===== config.mk =====
export PLATFORM = sky130hd
export DESIGN_NAME = complex_mul_rs
export DESIGN_NICKNAME = d
export VERILOG_FILES = /design/src/rtl/cmul_pkg.sv /design/src/rtl/cmul_round_sat.sv /design/src/rtl/complex_mul_rs.sv
export SDC_FILE = /design/constraint.sdc
export NUM_CORES = 2
export LEC_CHECK = 0
export CORE_ASPECT_RATIO = 0.9
export CORE_MARGIN = 10
export CORE_UTILIZATION = 64
export DETAILED_ROUTE_END_ITERATION = 12
export DONT_BUFFER_PORTS = 1
export GPL_TIMING_DRIVEN = 0
export PLACE_DENSITY_LB_ADDON = 0.15
export SLEW_MARGIN = 10
export SYNTH_ARGS = -nofsm -noshare
export SYNTH_HDL_FRONTEND = slang
export SYNTH_HIERARCHICAL = 1
export SYNTH_SLANG_ARGS = --single-unit

===== constraint.sdc =====
create_clock -name clk -period 5.37 [get_ports clk]
set_clock_uncertainty 0.2 [all_clocks]
set_input_delay 1.074 -clock clk [delete_from_list [all_inputs] [get_ports clk]]
set_output_delay 1.074 -clock clk [all_outputs]
set_load 0.02 [all_outputs]

===== src/rtl/cmul_pkg.sv =====
// Shared widths and stage sideband type for the streaming complex multiplier.
`timescale 1ns/1ps
package cmul_pkg;

  // Widest tag any instance may carry; narrower tags use the low bits.
  localparam int TAG_MAX_W = 32;

  // Product width for signed DATA x TWID, and the guard-bit sum width.
  function automatic int prod_w(input int data_w, input int twid_w);
    return data_w + twid_w;
  endfunction

  function automatic int sum_w(input int data_w, input int twid_w);
    return prod_w(data_w, twid_w) + 1;
  endfunction

  typedef struct packed {
    logic                 valid;
    logic                 conj;
    logic [TAG_MAX_W-1:0] tag;
  } stage_sb_t;

endpackage


===== src/rtl/cmul_round_sat.sv =====
// Round-half-up, arithmetic shift right and saturate one SUM_W component to OUT_W.
`timescale 1ns/1ps
module cmul_round_sat #(
  parameter int IN_W  = 38,
  parameter int OUT_W = 21,
  parameter int SHIFT = 15
) (
  input  logic signed [IN_W-1:0]  din,
  output logic signed [OUT_W-1:0] dout,
  output logic                    sat
);

  // One extra bit so the rounding constant can never wrap the sum.
  localparam int EXT_W = IN_W + 1;
  localparam logic signed [EXT_W-1:0] MAX_V = {{(EXT_W-OUT_W+1){1'b0}}, {(OUT_W-1){1'b1}}};
  localparam logic signed [EXT_W-1:0] MIN_V = {{(EXT_W-OUT_W+1){1'b1}}, {(OUT_W-1){1'b0}}};

  logic signed [EXT_W-1:0] ext;
  logic signed [EXT_W-1:0] rnd;
  logic signed [EXT_W-1:0] shf;

  assign ext = EXT_W'(din);

  if (SHIFT > 0) begin : g_rnd
    localparam logic signed [EXT_W-1:0] HALF = EXT_W'(1) << (SHIFT - 1);
    assign rnd = ext + HALF;
  end else begin : g_nornd
    assign rnd = ext;
  end

  assign shf = rnd >>> SHIFT;

  always_comb begin
    sat  = 1'b0;
    dout = shf[OUT_W-1:0];
    if (shf > MAX_V) begin
      dout = MAX_V[OUT_W-1:0];
      sat  = 1'b1;
    end else if (shf < MIN_V) begin
      dout = MIN_V[OUT_W-1:0];
      sat  = 1'b1;
    end
  end

endmodule


===== src/rtl/complex_mul_rs.sv =====
// Three-stage streaming complex multiplier (a*b or a*conj(b)) with round/shift/saturate,
// a single global advance enable for backpressure, a tag sideband and a sticky overflow flag.
`timescale 1ns/1ps
module complex_mul_rs
  import cmul_pkg::*;
#(
  parameter int DATA_WIDTH = 21,
  parameter int TWID_WIDTH = 16,
  parameter int OUT_WIDTH  = 21,
  parameter int SHIFT      = 15,
  parameter int TAG_WIDTH  = 8
) (
  input  logic                         clk,
  input  logic                         rst_n,
  input  logic                         in_valid,
  output logic                         in_ready,
  input  logic                         conj_b,
  input  logic signed [DATA_WIDTH-1:0] a_r,
  input  logic signed [DATA_WIDTH-1:0] a_i,
  input  logic signed [TWID_WIDTH-1:0] b_r,
  input  logic signed [TWID_WIDTH-1:0] b_i,
  input  logic [TAG_WIDTH-1:0]         in_tag,
  output logic                         out_valid,
  input  logic                         out_ready,
  output logic signed [OUT_WIDTH-1:0]  c_r,
  output logic signed [OUT_WIDTH-1:0]  c_i,
  output logic [TAG_WIDTH-1:0]         out_tag,
  output logic                         out_sat,
  output logic                         ovf_sticky,
  input  logic                         ovf_clr
);

  localparam int PROD_W = prod_w(DATA_WIDTH, TWID_WIDTH);
  localparam int SUM_W  = sum_w(DATA_WIDTH, TWID_WIDTH);

  stage_sb_t sb1_q, sb1_d, sb2_q, sb2_d;
  logic signed [PROD_W-1:0]    p_rr_q, p_rr_d, p_ii_q, p_ii_d;
  logic signed [PROD_W-1:0]    p_ri_q, p_ri_d, p_ir_q, p_ir_d;
  logic signed [SUM_W-1:0]     re_q, re_d, im_q, im_d;
  logic signed [OUT_WIDTH-1:0] c_r_q, c_r_d, c_i_q, c_i_d;
  logic [TAG_WIDTH-1:0]        out_tag_q, out_tag_d;
  logic                        out_sat_q, out_sat_d;
  logic                        out_valid_q, out_valid_d;
  logic                        ovf_sticky_q, ovf_sticky_d;

  logic signed [OUT_WIDTH-1:0] re_rs, im_rs;
  logic                        re_sat, im_sat;
  logic                        en;
  logic                        unused_sb;

  // The whole pipe moves as one; a held output freezes every stage behind it.
  assign en       = !out_valid_q || out_ready;
  assign in_ready = en;

  cmul_round_sat #(.IN_W(SUM_W), .OUT_W(OUT_WIDTH), .SHIFT(SHIFT)) u_rs_re (
    .din  (re_q),
    .dout (re_rs),
    .sat  (re_sat)
  );

  cmul_round_sat #(.IN_W(SUM_W), .OUT_W(OUT_WIDTH), .SHIFT(SHIFT)) u_rs_im (
    .din  (im_q),
    .dout (im_rs),
    .sat  (im_sat)
  );

  always_comb begin
    sb1_d       = sb1_q;
    sb2_d       = sb2_q;
    p_rr_d      = p_rr_q;
    p_ii_d      = p_ii_q;
    p_ri_d      = p_ri_q;
    p_ir_d      = p_ir_q;
    re_d        = re_q;
    im_d        = im_q;
    c_r_d       = c_r_q;
    c_i_d       = c_i_q;
    out_tag_d   = out_tag_q;
    out_sat_d   = out_sat_q;
    out_valid_d = out_valid_q;
    if (en) begin
      sb1_d.valid              = in_valid;
      sb1_d.conj               = conj_b;
      sb1_d.tag                = '0;
      sb1_d.tag[TAG_WIDTH-1:0] = in_tag;
      p_rr_d = PROD_W'(a_r) * PROD_W'(b_r);
      p_ii_d = PROD_W'(a_i) * PROD_W'(b_i);
      p_ri_d = PROD_W'(a_r) * PROD_W'(b_i);
      p_ir_d = PROD_W'(a_i) * PROD_W'(b_r);

      sb2_d = sb1_q;
      if (sb1_q.conj) begin
        re_d = SUM_W'(p_rr_q) + SUM_W'(p_ii_q);
        im_d = SUM_W'(p_ir_q) - SUM_W'(p_ri_q);
      end else begin
        re_d = SUM_W'(p_rr_q) - SUM_W'(p_ii_q);
        im_d = SUM_W'(p_ri_q) + SUM_W'(p_ir_q);
      end

      c_r_d       = re_rs;
      c_i_d       = im_rs;
      out_sat_d   = re_sat | im_sat;
      out_tag_d   = sb2_q.tag[TAG_WIDTH-1:0];
      out_valid_d = sb2_q.valid;
    end
    // Clear wins over a coincident saturated delivery.
    ovf_sticky_d = ovf_clr ? 1'b0 : (ovf_sticky_q | (out_valid_q & out_ready & out_sat_q));
  end

  always_ff @(posedge clk or negedge rst_n) begin
    if (!rst_n) begin
      sb1_q        <= '0;
      sb2_q        <= '0;
      p_rr_q       <= '0;
      p_ii_q       <= '0;
      p_ri_q       <= '0;
      p_ir_q       <= '0;
      re_q         <= '0;
      im_q         <= '0;
      c_r_q        <= '0;
      c_i_q        <= '0;
      out_tag_q    <= '0;
      out_sat_q    <= 1'b0;
      out_valid_q  <= 1'b0;
      ovf_sticky_q <= 1'b0;
    end else begin
      sb1_q        <= sb1_d;
      sb2_q        <= sb2_d;
      p_rr_q       <= p_rr_d;
      p_ii_q       <= p_ii_d;
      p_ri_q       <= p_ri_d;
      p_ir_q       <= p_ir_d;
      re_q         <= re_d;
      im_q         <= im_d;
      c_r_q        <= c_r_d;
      c_i_q        <= c_i_d;
      out_tag_q    <= out_tag_d;
      out_sat_q    <= out_sat_d;
      out_valid_q  <= out_valid_d;
      ovf_sticky_q <= ovf_sticky_d;
    end
  end

  // Conj and the spare tag bits are dead once the sums are formed.
  assign unused_sb = &{1'b0, sb2_q.conj, sb2_q.tag};

  assign out_valid  = out_valid_q;
  assign c_r        = c_r_q;
  assign c_i        = c_i_q;
  assign out_tag    = out_tag_q;
  assign out_sat    = out_sat_q;
  assign ovf_sticky = ovf_sticky_q;

endmodule


==> flow_metrics.env <==
export IMPL_status="finished, violations left"
export IMPL_violations="negative setup slack"
export IMPL_viasPerCell=6.20
export IMPL_place_ws_ns=-3.19
export IMPL_netlist_instances=7461
export IMPL_critical_path_class="in -> reg"
export IMPL_finalHoldViolCount=0
export IMPL_rsz0062_at_grt="true"
export IMPL_worstMarginPinSlew_ns=1.32
export IMPL_hpwlAfterDp_um=202000
export IMPL_wl_per_cell_um=28.5
export IMPL_r2r_cells=15
export IMPL_port_buffers=0
export IMPL_io_pins=142
export IMPL_num_rows=110
export IMPL_drt_iter0_markers=6310
export IMPL_slew_violations=0
export IMPL_cap_viol_max_count=0
export IMPL_yosysWarnings=6
export IMPL_hp_class="in -> async"
export IMPL_synthesis_nets=9325
export IMPL_fin_nets=9539
export IMPL_die_width_um=356
export IMPL_fin_crit_sh_pct=137
export IMPL_cts_made_buffers=26
export IMPL_fill_cells=6728
export IMPL_htreeDepth=1
export IMPL_start_util_pct=64.8
export IMPL_grt_start_max_net_pins=124
export IMPL_dr_pass1_iters=7
export IMPL_clock_tree_root_cell="clkbuf_16"
export IMPL_cp_max_fo=10
export IMPL_setup_tns_ns=-111.07
export IMPL_setup_viol=103
export IMPL_die_area_um2=115000
export IMPL_reg2reg_to="re_q[35]"
export IMPL_cts_buffer_depth=3
export IMPL_first_global_vias=57794
export IMPL_rrSetupSlack_ns=-0.03
export IMPL_setup_slack_ns=-1.97
export IMPL_area_growth_pct=17.6
export IMPL_cp_required_ns=5.64
export IMPL_worstSetupEndpointType="register"
export IMPL_grt_pass1_wl_um=370000
export IMPL_antenna_found_initial=27
export IMPL_wirelength_um=258000
export IMPL_route_vias_total=56118
export IMPL_fin_crit_ns=7.34
export IMPL_postSynthAreaPerCell_um2=8.71
export IMPL_r2r_start="sb1_q[32]"
export IMPL_relSlewSlack_pct=11.8
export IMPL_startpoint_type="input port"
export IMPL_drc=0
export IMPL_fin_util_pct=76.2
export IMPL_clock_sinks=268
export IMPL_antenna_left=0
export IMPL_cts_clk_slew_worst_paths_ns=0.07
export IMPL_timing_fmax_ghz=0.136
export IMPL_layout_drive_gt1_share_pct=15.3
export IMPL_cp_arrival_ns=7.60
export IMPL_die_height_um=322
export IMPL_grt_overflow=0
export IMPL_track_usage_pct=43.9
export IMPL_cts_tree="built"
export IMPL_core_um2=100000
export IMPL_syn_cell_area_um2=65000
export IMPL_clock_latency_ns=0.58
export IMPL_gp_congestion=1.06
[layer usage]
layer | global-route usage, % | up-vias | routed length, µm
li1 | - | 22945 | -
met1 | 51.9 | 27940 | 86600
met2 | 65.0 | 4047 | 110000
met3 | 18.2 | 1158 | 38300
met4 | 29.7 | 28 | 22500
met5 | 1.45 | - | 399
[registers in the layout, summed over array words and instances, names as in the netlist]
| name | count |
|---|---|
| p_rr_q | 37 |
| sb2_q | 9 |
| sb1_q | 10 |
| re_q | 24 |
| out_sat | 1 |
| ovf_sticky | 1 |
| p_ir_q | 37 |
| p_ri_q | 37 |
| p_ii_q | 37 |
| c_r | 21 |
| out_tag | 8 |
| c_i | 21 |
| im_q | 24 |
| out_valid | 1 |
[layout make-up]
class                           instances  area [µm²]  share of cell area [%]
Antenna cell                           16        40.0                  0.0524
Buffer                                360        4060                    5.31
Clock buffer                           31         689                   0.902
Clock inverter                         16         141                   0.185
Inverter                             1546        5810                    7.60
Multi-Input combinational cell       5282       55600                    72.7
Sequential cell                       268        6710                    8.77
Tap cell                             1344        1680                    2.20
Timing Repair Buffer                  191        1740                    2.28
[timing repair]
| item | 4_1_cts | 5_1_grt |
|---|---|---|
| buffers inserted | 109 | 89 |
| pin swaps | 194 | 243 |
| endpoints found under the hold margin | 122 | 0 |
| gates resized for setup | 633 | 321 |
| endpoints found under the setup margin | 121 | 119 |
| hold buffers | 4 | 0 |
[how the worst max path moves through the flow]
stage	startpoint	to	slack, ns	cells past startpoint
finish	b_r[4]	p_ir_q[35]	-1.97	23
global route	b_r[3]	p_ir_q[35]	-1.98	23
CTS	b_i[7]	p_ii_q[34]	-1.72	23
detailed placement	a_i[3]	p_ii_q[32]	-3.19	21
global placement	a_r[19]	p_rr_q[35]	-3.06	23
floorplan	b_r[7]	p_ir_q[35]	-1.52	25
[metrics by stage]
step,instances,instance area (µm²),hold WS [ns]
2_1_floorplan,7461,67900,0.230
3_3_place_gp,8805,69600,0.247
3_5_place_dp,8805,69600,0.247
4_1_cts,8962,74600,0.0000191
5_1_grt,9040,76400,0.00894
6_report,9054,76400,0.0212
[worst max-delay path, stage by stage]
cell and delay (ns):
clkbuf_8 0.23, nand2_1 0.13, fa_1 0.59, inv_1 0.07, fa_1 0.54, inv_1 0.09
fa_1 0.51, inv_1 0.06, fa_1 0.53, fa_1 0.53, inv_1 0.08, fa_1 0.50
inv_1 0.07, ha_4 0.26, a21oi_2 0.26, o21a_1 0.25, o21ai_4 0.11, a211o_4 0.33
a22o_4 0.30, or3_4 0.35, a31oi_4 0.25, xnor2_4 0.19, mux2_4 0.30
[placed cells by master (no fill, tap or decap), types with 102 or more instances in the layout]
cell type / instances
clkbuf_8: 106
inv_1: 1480
and2_1: 470
xnor2_1: 131
buf_4: 147
dfrtp_1: 268
nand2_1: 1154
ha_1: 371
o21ai_0: 102
a21oi_1: 225
nor2_1: 277
fa_1: 1272
Power is left out: the tool's default activity adds up to more than one toggle a clock period on the data nets, which glitch-free logic cannot reach.
